===== src/rtl/multiplicador_pkg.sv =====
// Shared encodings for the shift-and-add multiplier controller.
// Holds the router destination codes, the FSM states and the status word layout.
package multiplicador_pkg;

  typedef enum logic [2:0] {
    OP_A      = 3'b000,
    OP_B      = 3'b001,
    OP_C      = 3'b010,
    OP_D      = 3'b011,
    OP_E      = 3'b100,
    OP_NENHUM = 3'b111
  } rota_e;

  typedef enum logic [2:0] {
    OCIOSO    = 3'd0,
    CARGA_A   = 3'd1,
    CARGA_B   = 3'd2,
    ITERA     = 3'd3,
    RESULTADO = 3'd4,
    STATUS    = 3'd5,
    FIM       = 3'd6
  } estado_e;

  // Status word: popcount of the multiplier in the low nibble, zero flag above it
  localparam int ST_POP_LSB = 0;
  localparam int ST_POP_W   = 4;
  localparam int ST_ZERO    = 4;

endpackage


===== src/rtl/fluxo_multiplicador.sv =====
// Datapath of the multiplier: operand registers, accumulator, iteration counter,
// plus the popcount and zero flag consumed by the status word.
module fluxo_multiplicador
  import multiplicador_pkg::*;
#(
  parameter int N  = 8,
  parameter int CW = $clog2(N + 1)
) (
  input  logic             clock,
  input  logic             reset_n,
  input  logic             carga_i,
  input  logic             limpa_i,
  input  logic             passo_i,
  input  logic [N-1:0]     a_i,
  input  logic [N-1:0]     b_i,
  output logic [N-1:0]     b_o,
  output logic [2*N-1:0]   acc_o,
  output logic [2*N-1:0]   acc_passo_o,
  output logic             fim_o,
  output logic             zero_o,
  output logic [CW-1:0]    pop_o
);

  localparam int IW = $clog2(N);

  logic [N-1:0]   a_q, b_q;
  logic [2*N-1:0] acc_q, acc_d, parcela;
  logic [CW-1:0]  cnt_q, cnt_d;
  logic [CW-1:0]  pop;

  // Partial product for the current bit; acc_d is what the accumulator becomes on a step
  always_comb begin
    parcela = b_q[cnt_q[IW-1:0]] ? ({{N{1'b0}}, a_q} << cnt_q) : '0;
    acc_d   = acc_q + parcela;
    cnt_d   = cnt_q + CW'(1);
  end

  always_comb begin
    pop = '0;
    for (int j = 0; j < N; j++) pop = pop + CW'(b_q[j]);
  end

  always_ff @(posedge clock) begin
    if (!reset_n) begin
      a_q   <= '0;
      b_q   <= '0;
      acc_q <= '0;
      cnt_q <= '0;
    end else begin
      if (carga_i) begin
        a_q <= a_i;
        b_q <= b_i;
      end
      if (limpa_i) begin
        acc_q <= '0;
        cnt_q <= '0;
      end else if (passo_i) begin
        acc_q <= acc_d;
        cnt_q <= cnt_d;
      end
    end
  end

  assign b_o         = b_q;
  assign acc_o       = acc_q;
  assign acc_passo_o = acc_d;
  assign fim_o       = (cnt_q == CW'(N));
  assign zero_o      = (acc_q == '0);
  assign pop_o       = pop;

endmodule


===== src/rtl/controle_multiplicador.sv =====
// Sequencer for the 8x8 shift-and-add multiplier: drives one route code and data
// word per cycle into the 1-to-5 router, with all outputs registered.
module controle_multiplicador
  import multiplicador_pkg::*;
#(
  parameter int N = 8
) (
  input  logic             clock,
  input  logic             reset_n,
  input  logic             iniciar,
  input  logic [N-1:0]     operando_a,
  input  logic [N-1:0]     operando_b,
  output logic [2:0]       op,
  output logic [2*N-1:0]   dado,
  output logic             ocupado,
  output logic             pronto
);

  localparam int DW = 2 * N;
  localparam int CW = $clog2(N + 1);

  estado_e        estado_q;
  rota_e          op_q;
  logic [DW-1:0]  dado_q;
  logic           ocupado_q, pronto_q;

  logic           aceita, limpa, passo;
  logic [N-1:0]   b_w;
  logic [DW-1:0]  acc_w, acc_passo_w, status_w;
  logic           fim_w, zero_w;
  logic [CW-1:0]  pop_w;

  // FIM decides like OCIOSO so a held start restarts back-to-back
  assign aceita = ((estado_q == OCIOSO) || (estado_q == FIM)) && iniciar;
  assign limpa  = (estado_q == CARGA_A);
  assign passo  = (estado_q == CARGA_B) || ((estado_q == ITERA) && !fim_w);

  fluxo_multiplicador #(.N(N), .CW(CW)) u_fluxo (
    .clock       (clock),
    .reset_n     (reset_n),
    .carga_i     (aceita),
    .limpa_i     (limpa),
    .passo_i     (passo),
    .a_i         (operando_a),
    .b_i         (operando_b),
    .b_o         (b_w),
    .acc_o       (acc_w),
    .acc_passo_o (acc_passo_w),
    .fim_o       (fim_w),
    .zero_o      (zero_w),
    .pop_o       (pop_w)
  );

  always_comb begin
    status_w                         = '0;
    status_w[ST_ZERO]                = zero_w;
    status_w[ST_POP_LSB +: ST_POP_W] = ST_POP_W'(pop_w);
  end

  always_ff @(posedge clock) begin
    if (!reset_n) begin
      estado_q  <= OCIOSO;
      op_q      <= OP_NENHUM;
      dado_q    <= '0;
      ocupado_q <= 1'b0;
      pronto_q  <= 1'b0;
    end else begin
      pronto_q  <= 1'b0;
      ocupado_q <= 1'b1;
      unique case (estado_q)
        OCIOSO, FIM: begin
          if (iniciar) begin
            estado_q <= CARGA_A;
            op_q     <= OP_A;
            dado_q   <= {{N{1'b0}}, operando_a};
          end else begin
            estado_q  <= OCIOSO;
            op_q      <= OP_NENHUM;
            ocupado_q <= 1'b0;
          end
        end
        CARGA_A: begin
          estado_q <= CARGA_B;
          op_q     <= OP_B;
          dado_q   <= {{N{1'b0}}, b_w};
        end
        CARGA_B: begin
          estado_q <= ITERA;
          op_q     <= OP_C;
          dado_q   <= acc_passo_w;
        end
        ITERA: begin
          if (!fim_w) begin
            op_q   <= OP_C;
            dado_q <= acc_passo_w;
          end else begin
            estado_q <= RESULTADO;
            op_q     <= OP_D;
            dado_q   <= acc_w;
          end
        end
        RESULTADO: begin
          estado_q <= STATUS;
          op_q     <= OP_E;
          dado_q   <= status_w;
        end
        STATUS: begin
          estado_q <= FIM;
          op_q     <= OP_NENHUM;
          pronto_q <= 1'b1;
        end
        default: begin
          estado_q  <= OCIOSO;
          op_q      <= OP_NENHUM;
          ocupado_q <= 1'b0;
        end
      endcase
    end
  end

  assign op      = op_q;
  assign dado    = dado_q;
  assign ocupado = ocupado_q;
  assign pronto  = pronto_q;

endmodule

===== config.mk =====
export PLATFORM = sky130hd
export DESIGN_NAME = controle_multiplicador
export DESIGN_NICKNAME = d
export VERILOG_FILES = /design/src/rtl/multiplicador_pkg.sv /design/src/rtl/fluxo_multiplicador.sv /design/src/rtl/controle_multiplicador.sv
export SDC_FILE = /design/constraint.sdc
export NUM_CORES = 1
export LEC_CHECK = 0
export BUFFER_PORTS_ARGS = -buffer_cell sky130_fd_sc_hd__buf_2
export CAP_MARGIN = 30
export CORE_MARGIN = 8
export CORE_UTILIZATION = 50
export CTS_CLUSTER_DIAMETER = 30
export DETAILED_ROUTE_END_ITERATION = 8
export PLACE_DENSITY = 0.69
export SYNTH_ARGS = -nofsm -noshare
export SYNTH_HDL_FRONTEND = slang
export SYNTH_SLANG_ARGS = --single-unit

===== constraint.sdc =====
create_clock -name clock -period 6.9 [get_ports clock]
set_clock_uncertainty 0.2 [all_clocks]
set_input_delay 1.38 -clock clock [delete_from_list [all_inputs] [get_ports clock]]
set_output_delay 1.38 -clock clock [all_outputs]
set_load 0.03 [all_outputs]

==> impl_metrics.json, run 1 <==
{
  "area_delta_synth_final_pct": 9.60,
  "fmax_mhz": 236,
  "wl_um": 11500,
  "synth-adder-area-share_pct": 8.75,
  "startpoint_type": "flip-flop",
  "drive_gt1_share_pct": 12.6,
  "drv_cap": 0,
  "synth.distinct_cells": 54,
  "rr_worst_depth": 13,
  "power_density_nw_per_um2": 189,
  "holdWs_ns": 0.287,
  "fp.dieH_um": 105,
  "synth_commonest_cells": "nand2_1, dfxtp_1, a21oi_1",
  "period_share_pct": 61.4,
  "slew_viol_final": 0,
  "antenna_found_initial": 0,
  "synth_area_leaders": "dfxtp_1, nand2_1, ha_1",
  "route.detailed.drc": 0,
  "synth-edff-count": 0,
  "rows": 32,
  "grt_use_total_pct": 20.4,
  "power_mw": 0.827,
  "hold_viol": 0,
  "final_core_util_pct": 56.8,
  "cts-htree-levels": 3,
  "synth_most_common_cell": "nand2_1",
  "ys_ff_latch": 60,
  "syn_area_per_cell_um2": 7.68,
  "startpoint": "u_fluxo.cnt_q[0]$_SDFFE_PP0P_",
  "fin_nets": 586,
  "synth_top_family_by_area": "compound AO/OA/AOI/OAI gates",
  "instances_no_fill": 649,
  "synth_top_area_share_pct": 30.0,
  "start_util_pct": 51.8,
  "grt_pass1_vias": 3513,
  "status": "finished clean",
  "pre_cts_slack_ns": 2.78,
  "drtIter0Drc": 318,
  "synth-compound-area-share_pct": 24.8,
  "cp.arrival_ns": 4.29,
  "critPathRequiredTime_ns": 6.95,
  "rrSetupSlack_ns": 2.66,
  "hold_path_class": "flip-flop to flip-flop",
  "ant_nets": 0,
  "port_buffers": 39,
  "dp_hpwl_um": 8670,
  "clk-insertion-delay-late_ns": 0.35,
  "tns_ns": 0,
  "layout_min_cycle_time_ns": 4.24,
  "fin_ws_ns": 2.66,
  "cts_tree": "yes",
  "syn_inst": 521,
  "yosys_warnings": 0,
  "critPathKind": "flip-flop to flip-flop",
  "rsz0062_at_grt": "no",
  "wl_per_cell_um": 17.8,
  "syn_nets": 565,
  "synth.yosys.seq_area_share_pct": 30.0,
  "synth_top_cell_by_area": "dfxtp_1",
  "final_area_um2": 4390,
  "synthFlopType": "dfxtp_1",
  "cp-end-kind": "flip-flop",
  "clkTransAtPathRegs_ns": 0.07,
  "postCtsHoldBufs": 0,
  "place.gp.congestion": 0.913,
  "setup_violations": 0,
  "irDropWorstVdd_uv": 129,
  "post_dp_cell_area_um2": 4210,
  "crit_fanout": 17,
  "cts_buffers": 9,
  "diodes": 0,
  "vias_per_cell": 5.98,
  "crit_end": "u_fluxo.acc_o[15]$_SDFFE_PP0P_",
  "postCtsSetupBuffers": 0,
  "synth_area_um2": 4000,
  "grt_max_degree": 43,
  "core_area_um2": 7730,
  "synth_xor_area_share_pct": 3.06,
  "root_buffer": "clkbuf_8",
  "ys_async_sr_fraction_pct": 0,
  "cts_resized": 0,
  "overflow": 0,
  "cts_max_path_buffers": 2,
  "placed_cells_incl_taps": 633,
  "muxShareOfSynthArea_pct": 5.00,
  "p_leak_nw": 1.84,
  "dr.pass1.iters": 5,
  "num_vias": 3878,
  "die_x_um": 105,
  "synth-simple-area-share_pct": 23.2,
  "timing.rr.start": "u_fluxo.cnt_q[0]$_SDFFE_PP0P_",
  "cts_sinks": 60,
  "boundaryPins": 40,
  "die-area_um2": 11100,
  "slew_headroom_pct": 49.0,
  "r2r-end": "u_fluxo.acc_o[15]$_SDFFE_PP0P_",
  "worst_slew_pin_slew_ns": 0.765,
  "grt_pass1_wl_um": 18300
}
[cell families after synthesis]
logic type                 after synthesis
AOI/OAI and AO/OA                      148
xor gates and xnor gates                14
adders and majority gates               25
buffers and inverters                   52
DFF                                     60
muxes                                   17
and+or+nand+nor                        205
[flip-flops by register name, summed over array words and instances, names as in the netlist]
| register | count |
|---|---|
| u_fluxo.cnt_q | 4 |
| u_fluxo.acc_o | 16 |
| op | 3 |
| pronto | 1 |
| dado | 16 |
| ocupado | 1 |
| u_fluxo.b_o | 8 |
| u_fluxo.a_q | 8 |
| estado_q | 3 |
[cell usage in the layout, fill, tap and decap left out, types with 7 or more instances in the layout]
master    Yosys  layout
nand2_1      99      99
o21ai_0      20      19
a21oi_1      40      40
nor2_1       37      37
nand2b_1      8       8
mux2i_1      11      11
a21boi_0     21      21
nor2b_1      10      10
buf_2         5      39
dfxtp_1      60      60
nor3_1        8       8
clkbuf_8      0       9
xnor2_1       8       8
nand3_1      13      13
a31oi_1       7       7
inv_1        21      21
a21o_1       11      11
ha_1         20      20
[where the power goes]
part | total, mW | switching (mW) | leakage, nW | internal [mW]
Sequential | 0.385 | 0.0222 | 0.489 | 0.363
Clock | 0.289 | 0.158 | 0.0779 | 0.131
Combinational | 0.153 | 0.0993 | 1.27 | 0.0537
Total | 0.827 | 0.280 | 1.84 | 0.548
[layer usage]
layer	track usage, %	vias up	part of all wire, %	routed length, µm
met5	0	-	0	0
met4	7.75	0	2.3	271
met3	4.51	20	6.1	702
met2	31.4	178	45	5210
met1	27.2	1792	46	5350
li1	-	1888	-	-
[worst min-delay path by stage]
stage	cells after the start	endpoint	startpoint	slack, ns
2_1_floorplan	2	u_fluxo.a_q[4]$_SDFFE_PN0P_	u_fluxo.a_q[4]$_SDFFE_PN0P_	0.25
3_3_place_gp	2	u_fluxo.a_q[3]$_SDFFE_PN0P_	u_fluxo.a_q[3]$_SDFFE_PN0P_	0.27
3_5_place_dp	2	u_fluxo.a_q[3]$_SDFFE_PN0P_	u_fluxo.a_q[3]$_SDFFE_PN0P_	0.28
4_1_cts	2	u_fluxo.a_q[3]$_SDFFE_PN0P_	u_fluxo.a_q[3]$_SDFFE_PN0P_	0.29
5_1_grt	2	u_fluxo.a_q[3]$_SDFFE_PN0P_	u_fluxo.a_q[3]$_SDFFE_PN0P_	0.31
6_report	2	u_fluxo.a_q[3]$_SDFFE_PN0P_	u_fluxo.a_q[3]$_SDFFE_PN0P_	0.29
[layout make-up]
type / instances / area, µm²
well taps: 102 / 128
clock inverters: 7 / 52.6
inverters: 21 / 78.8
multi-input cells: 409 / 2590
repair buffers: 41 / 210
clock buffers: 9 / 124
fillers: 719 / 3340
flip-flops and latches: 60 / 1200
[critical path: stages, from the launching register on]
cell	delay [ns]
dfxtp_1	0.75
mux4_2	0.37
nand2b_1	0.12
or2_2	0.34
or3_1	0.37
inv_1	0.08
ha_1	0.23
a211oi_1	0.19
o21ai_0	0.20
o221ai_1	0.37
o21ai_0	0.20
xor2_1	0.39
a211oi_1	0.14
a21o_1	0.19
Power figures use the tool's default switching activity.
==> inputs of run 2 (changes only) <==
- ABC_AREA: unset -> 1
- PLACE_DENSITY: 0.69 -> 0.72
- clock period: 6.9 -> 3.9 ns (I/O delays scaled with it)
==> run 2 against run 1 <==
Largest cell class unchanged. Die area decreased by 0.77%. Maximum frequency rose by 24%. Worst hold slack worse by 0.0093 ns. Cell area down 0.37%. Non-clock buffer count did not move. Register-to-register slack lost 2.2 ns. Synthesized cell count grew 9.8%. Combinational power rose to 5.1 times the previous value.
==> impl_metrics.json, run 2 <==
{
  "status": "finished clean",
  "fin_nets": 648,
  "synth_top_area_share_pct": 30.3,
  "wl_um": 11200,
  "synth-compound-area-share_pct": 17.9,
  "pwr-share-comb_pct": 35.9,
  "grt_pass1_wl_um": 18900,
  "postCtsSetupBuffers": 0,
  "startpoint_type": "flip-flop",
  "rsz0062_at_grt": "no",
  "crit_fanout": 14,
  "layout_min_cycle_time_ns": 3.43,
  "rows": 32,
  "slowest_stage": "dfxtp_2",
  "area_delta_synth_final_pct": 10.2,
  "synthFlopType": "dfxtp_1",
  "clk-insertion-delay-late_ns": 0.35,
  "drtIter0Drc": 275,
  "muxShareOfSynthArea_pct": 0,
  "syn_area_per_cell_um2": 6.93,
  "num_vias": 3885,
  "final_common_cell": "nand2_1",
  "synth-edff-count": 0,
  "die_x_um": 105,
  "p_clk_share_pct": 29.3,
  "crit_chain": "clkinvlp_4 > nand3_1 > nand2_2 > nand2_1 > nand2_4 > inv_1 > nor2_1 > inv_1 > nor2_1 > ha_1 > a21oi_1 > nand2_1 > a21boi_0 > inv_1 > a21oi_1 > o21ai_0 > a211oi_1",
  "power.internal_mw": 1.29,
  "route.detailed.drc": 0,
  "instances_no_fill": 711,
  "cpPeakStageDelay_ns": 0.50,
  "cts_tree": "yes",
  "dp_hpwl_um": 8540,
  "hold_path_class": "flip-flop to flip-flop",
  "die-area_um2": 11000,
  "tns_ns": 0,
  "antenna_found_initial": 0,
  "root_buffer": "clkbuf_8",
  "port_buffers": 39,
  "slew_viol_final": 0,
  "grt_use_total_pct": 21.1,
  "diodes": 0,
  "swShare_pct": 40.9,
  "syn_inst": 572,
  "seq_power_share_pct": 34.7,
  "power_density_nw_per_um2": 498,
  "synth-simple-area-share_pct": 31.1,
  "p_leak_nw": 1.99,
  "postCtsHoldBufs": 0,
  "drv_cap": 0,
  "yosys_warnings": 0,
  "ys_ff_latch": 60,
  "placed_cells_incl_taps": 695,
  "hold_viol": 0,
  "synth_top_family_by_area": "simple AND/OR/NAND/NOR gates",
  "boundaryPins": 40,
  "irDropWorstVdd_uv": 292,
  "cts_resized": 0,
  "synth_xor_area_share_pct": 1.10,
  "synth_area_um2": 3970,
  "worst_slew_pin_slew_ns": 0.637,
  "cts_buffers": 9,
  "grt_max_degree": 33,
  "critPathKind": "flip-flop to flip-flop",
  "synth_area_leaders": "dfxtp_1, nand2_1, a21oi_1",
  "dr.pass1.iters": 5,
  "synth-adder-area-share_pct": 8.83,
  "final_cell_mix": "nand2_1, inv_1, dfxtp_1",
  "cts_max_path_buffers": 2,
  "slew_headroom_pct": 57.1,
  "start_util_pct": 51.3,
  "nFillCells": 753,
  "p_switching_mw": 0.890,
  "vias_per_cell": 5.46,
  "fmax_mhz": 292,
  "critPathRequiredTime_ns": 3.97,
  "critPathBufInv": 4,
  "path_delay_family": "compound AO/OA/AOI/OAI gates",
  "overflow": 0,
  "cts-htree-levels": 3,
  "fin_ws_ns": 0.474,
  "setup_violations": 0,
  "ys_async_sr_fraction_pct": 0,
  "pre_cts_slack_ns": 0.325,
  "path_common_cell": "inv_1",
  "synth_commonest_cells": "nand2_1, inv_1, dfxtp_1",
  "cp-end-kind": "flip-flop",
  "cp.arrival_ns": 3.50,
  "fp.dieH_um": 105,
  "synth_top_cell_by_area": "dfxtp_1",
  "drive_gt1_share_pct": 15.1,
  "place.gp.congestion": 0.939,
  "syn_nets": 616,
  "cts_sinks": 60,
  "synth.yosys.seq_area_share_pct": 30.3,
  "ant_nets": 0,
  "power_mw": 2.18,
  "wl_per_cell_um": 15.7,
  "grt_pass1_vias": 3789,
  "period_share_pct": 87.8,
  "clkTransAtPathRegs_ns": 0.08,
  "core_area_um2": 7730,
  "synth_most_common_cell": "nand2_1",
  "synth.distinct_cells": 46
}
-- run 2: changes by cell type after synthesis, sizes merged, moves of 7 or more --
cell    previous run  this run
nor2b             12         0
nand2b             8         0
nand2             99       139
mux2i             11         0
buf               10        17
nor2              38        61
a21o              11         2
a21boi            22         1
a21oi             40        51
o21ai             21        41
clkbuf            21         3
inv               21        68
nand3             13        48
-- run 2: cells by family after synthesis --
family	after synthesis
simple gates	272
compound gates	122
buf+inv	88
flops	60
fa+ha+maj	25
xor+xnor	5
-- run 2: layer usage --
metal	GRT usage [%]	routed length [µm]	vias to the layer above
met4	8.26	225	0
met2	32.6	5050	97
met3	4.05	623	18
li1	-	-	1966
met5	0	0	-
met1	28.3	5280	1804
-- run 2: path summary, 6_finish.rpt --
| check | endpoint | cells past startpoint | start | slack [ns] |
|---|---|---|---|---|
| setup reg to reg | dado[6]$_SDFFE_PN0P_ | 17 | u_fluxo.cnt_q[1]$_SDFFE_PP0P_ | 0.47 |
| hold reg to reg | dado[0]$_SDFFE_PN0P_ | 2 | dado[0]$_SDFFE_PN0P_ | 0.28 |
| setup / recovery | dado[6]$_SDFFE_PN0P_ | 17 | u_fluxo.cnt_q[1]$_SDFFE_PP0P_ | 0.47 |
| hold / removal | dado[0]$_SDFFE_PN0P_ | 2 | dado[0]$_SDFFE_PN0P_ | 0.28 |
-- run 2: power by group through the flow --
stage | Combinational [mW] | Clock [mW] | Sequential [mW]
floorplan | 0.544 | 0 | 0.825
global placement | 0.770 | 0 | 0.766
detailed placement | 0.771 | 0 | 0.768
CTS | 0.775 | 0.653 | 0.755
global route | 0.871 | 0.681 | 0.767
finish | 0.782 | 0.639 | 0.757
-- run 2: final cells by class --
cell class,count,area (µm²),area share (%)
Clock buffer,9,124,2.83
Clock inverter,7,98.8,2.26
Inverter,68,269,6.16
Multi-Input combinational cell,424,2340,53.5
Sequential cell,60,1200,27.5
Tap cell,102,128,2.92
Timing Repair Buffer,41,210,4.81
-- run 2: per-stage QoR --
| stage | area (µm²) | utilization, % | hold WS (ns) |
|---|---|---|---|
| 2_1_floorplan | 3970 | - | 0.257 |
| 3_3_place_gp | 4140 | 53.6 | 0.256 |
| 3_5_place_dp | 4140 | 53.6 | 0.272 |
| 4_1_cts | 4360 | 56.5 | 0.284 |
| 5_1_grt | 4370 | 56.6 | 0.305 |
| 6_report | 4370 | 56.6 | 0.277 |
-- run 2: worst register-to-register path, stage by stage, from the launching register on --
cell and delay (ns):
dfxtp_2 0.50, clkinvlp_4 0.30, nand3_1 0.17, nand2_2 0.09, nand2_1 0.11, nand2_4 0.07, inv_1 0.09, nor2_1 0.04
inv_1 0.14, nor2_1 0.08, ha_1 0.34, a21oi_1 0.16, nand2_1 0.11, a21boi_0 0.26, inv_1 0.13, a21oi_1 0.13
o21ai_0 0.17, a211oi_1 0.24
==> inputs of run 3 (changes only) <==
- CORE_ASPECT_RATIO: unset -> 1.25
==> run 3 against run 2 <==
Via count is 0.75% higher. Sequential share of layout area is 0.17 points higher. Critical path depth is 5 higher. Power is 2.6% lower. Largest cell class unchanged.
==> impl_metrics.json, run 3 (same netlist as run 2, synthesis figures left out) <==
{
  "cts_max_path_buffers": 2,
  "final_core_util_pct": 56.0,
  "final_common_cell": "nand2_1",
  "fp.dieH_um": 116,
  "startpoint_type": "flip-flop",
  "core_area_um2": 7750,
  "path_delay_family": "simple AND/OR/NAND/NOR gates",
  "drtIter0Drc": 292,
  "crit_fanout": 14,
  "fmax_mhz": 291,
  "ant_nets": 0,
  "fin_ws_ns": 0.458,
  "cts_resized": 0,
  "setup_violations": 0,
  "critPathBufInv": 6,
  "layout_min_cycle_time_ns": 3.44,
  "critPathKind": "flip-flop to flip-flop",
  "wl_per_cell_um": 16.2,
  "grt_pass1_vias": 3874,
  "hold_viol": 0,
  "period_share_pct": 88.3,
  "place.gp.congestion": 0.964,
  "dr.pass1.iters": 5,
  "rsz0062_at_grt": "no",
  "final_cell_mix": "nand2_1, inv_1, dfxtp_1",
  "status": "finished clean",
  "crit_chain": "inv_1 > nand3_1 > nand2_2 > nand2_1 > nand2_4 > inv_1 > nor2_1 > inv_1 > nor2_1 > inv_1 > fa_1 > nand3b_1 > nand2_1 > a21boi_0 > inv_1 > nand4_1 > nand2_1 > nand2_1 > nand3_2 > nand3_1 > nand2_1 > inv_1",
  "cp.arrival_ns": 3.51,
  "slew_headroom_pct": 63.1,
  "postCtsSetupBuffers": 0,
  "vias_per_cell": 5.55,
  "slew_viol_final": 0,
  "cts-htree-levels": 3,
  "grt_use_total_pct": 22.0,
  "postCtsHoldBufs": 0,
  "overflow": 0,
  "start_util_pct": 51.2,
  "wl_um": 11500,
  "cp-end-kind": "flip-flop",
  "rows": 36,
  "num_vias": 3914,
  "port_buffers": 39,
  "pre_cts_slack_ns": 0.364,
  "boundaryPins": 40,
  "cts_tree": "yes",
  "grt_pass1_wl_um": 18800,
  "drv_cap": 0,
  "clk-insertion-delay-late_ns": 0.36,
  "p_leak_nw": 1.98,
  "cts_sinks": 60,
  "nFillCells": 795,
  "hold_path_class": "flip-flop to flip-flop",
  "clkTransAtPathRegs_ns": 0.08,
  "area_delta_synth_final_pct": 9.40,
  "instances_no_fill": 705,
  "irDropWorstVdd_uv": 404,
  "cts_buffers": 9,
  "diodes": 0,
  "drive_gt1_share_pct": 14.9,
  "slowest_stage": "fa_1",
  "antenna_found_initial": 0,
  "route.detailed.drc": 0,
  "worst_slew_pin_slew_ns": 0.554,
  "die-area_um2": 11100,
  "power_mw": 2.12,
  "die_x_um": 95.7,
  "tns_ns": 0,
  "fin_nets": 649,
  "cpPeakStageDelay_ns": 0.43,
  "placed_cells_incl_taps": 689,
  "root_buffer": "clkbuf_8",
  "power_density_nw_per_um2": 489,
  "path_common_cell": "inv_1",
  "grt_max_degree": 33,
  "dp_hpwl_um": 8790,
  "critPathRequiredTime_ns": 3.96
}
-- run 3: changes by cell type in the layout (fill, tap and decap cells not counted), sizes merged --
cell	change
inv	+2
buf	+1
bufinv	-1
clkinvlp	-1
-- run 3: layer usage --
layer	GRT usage, %	vias up	part of all wire, %	routed length [µm]
met5	0	-	0	0
met3	4.73	28	5.1	586
met2	37.4	127	50	5680
met1	25.3	1790	42	4780
li1	-	1969	-	-
met4	10.7	0	3.5	403
-- run 3: path summary, 6_finish.rpt --
kind / startpoint / to / slack, ns / depth (start not counted)
hold / removal: dado[0]$_SDFFE_PN0P_ / dado[0]$_SDFFE_PN0P_ / 0.27 / 2
setup / recovery: u_fluxo.cnt_q[1]$_SDFFE_PP0P_ / dado[14]$_SDFFE_PN0P_ / 0.46 / 22
hold reg to reg: dado[0]$_SDFFE_PN0P_ / dado[0]$_SDFFE_PN0P_ / 0.27 / 2
setup reg to reg: u_fluxo.cnt_q[1]$_SDFFE_PP0P_ / dado[14]$_SDFFE_PN0P_ / 0.46 / 22
-- run 3: cell type report --
class | instances | area, µm² | share of cell area (%)
clock buffers | 9 | 124 | 2.85
clock inverters | 7 | 73.8 | 1.70
inverters | 68 | 265 | 6.11
multi-input cells | 424 | 2340 | 53.9
flip-flops and latches | 60 | 1200 | 27.7
well taps | 95 | 119 | 2.74
repair buffers | 42 | 218 | 5.02
-- run 3: worst min-delay path, cell delays in order, from the launching register on --
cell	delay (ns)
dfxtp_1	0.31
nand2_1	0.06
a21oi_1	0.06
-- run 3: power by group --
group / internal, mW / total (mW) / switching (mW)
combinational: 0.232 / 0.791 / 0.559
sequential: 0.695 / 0.750 / 0.0551
clock: 0.298 / 0.581 / 0.283
-- run 3: stage by stage --
stage	hold WS (ns)	area (µm²)
final	0.268	4340
after floorplan	0.257	3970
after CTS	0.271	4340
after global routing	0.303	4340
after global placement	0.258	4140
after detailed placement	0.260	4140
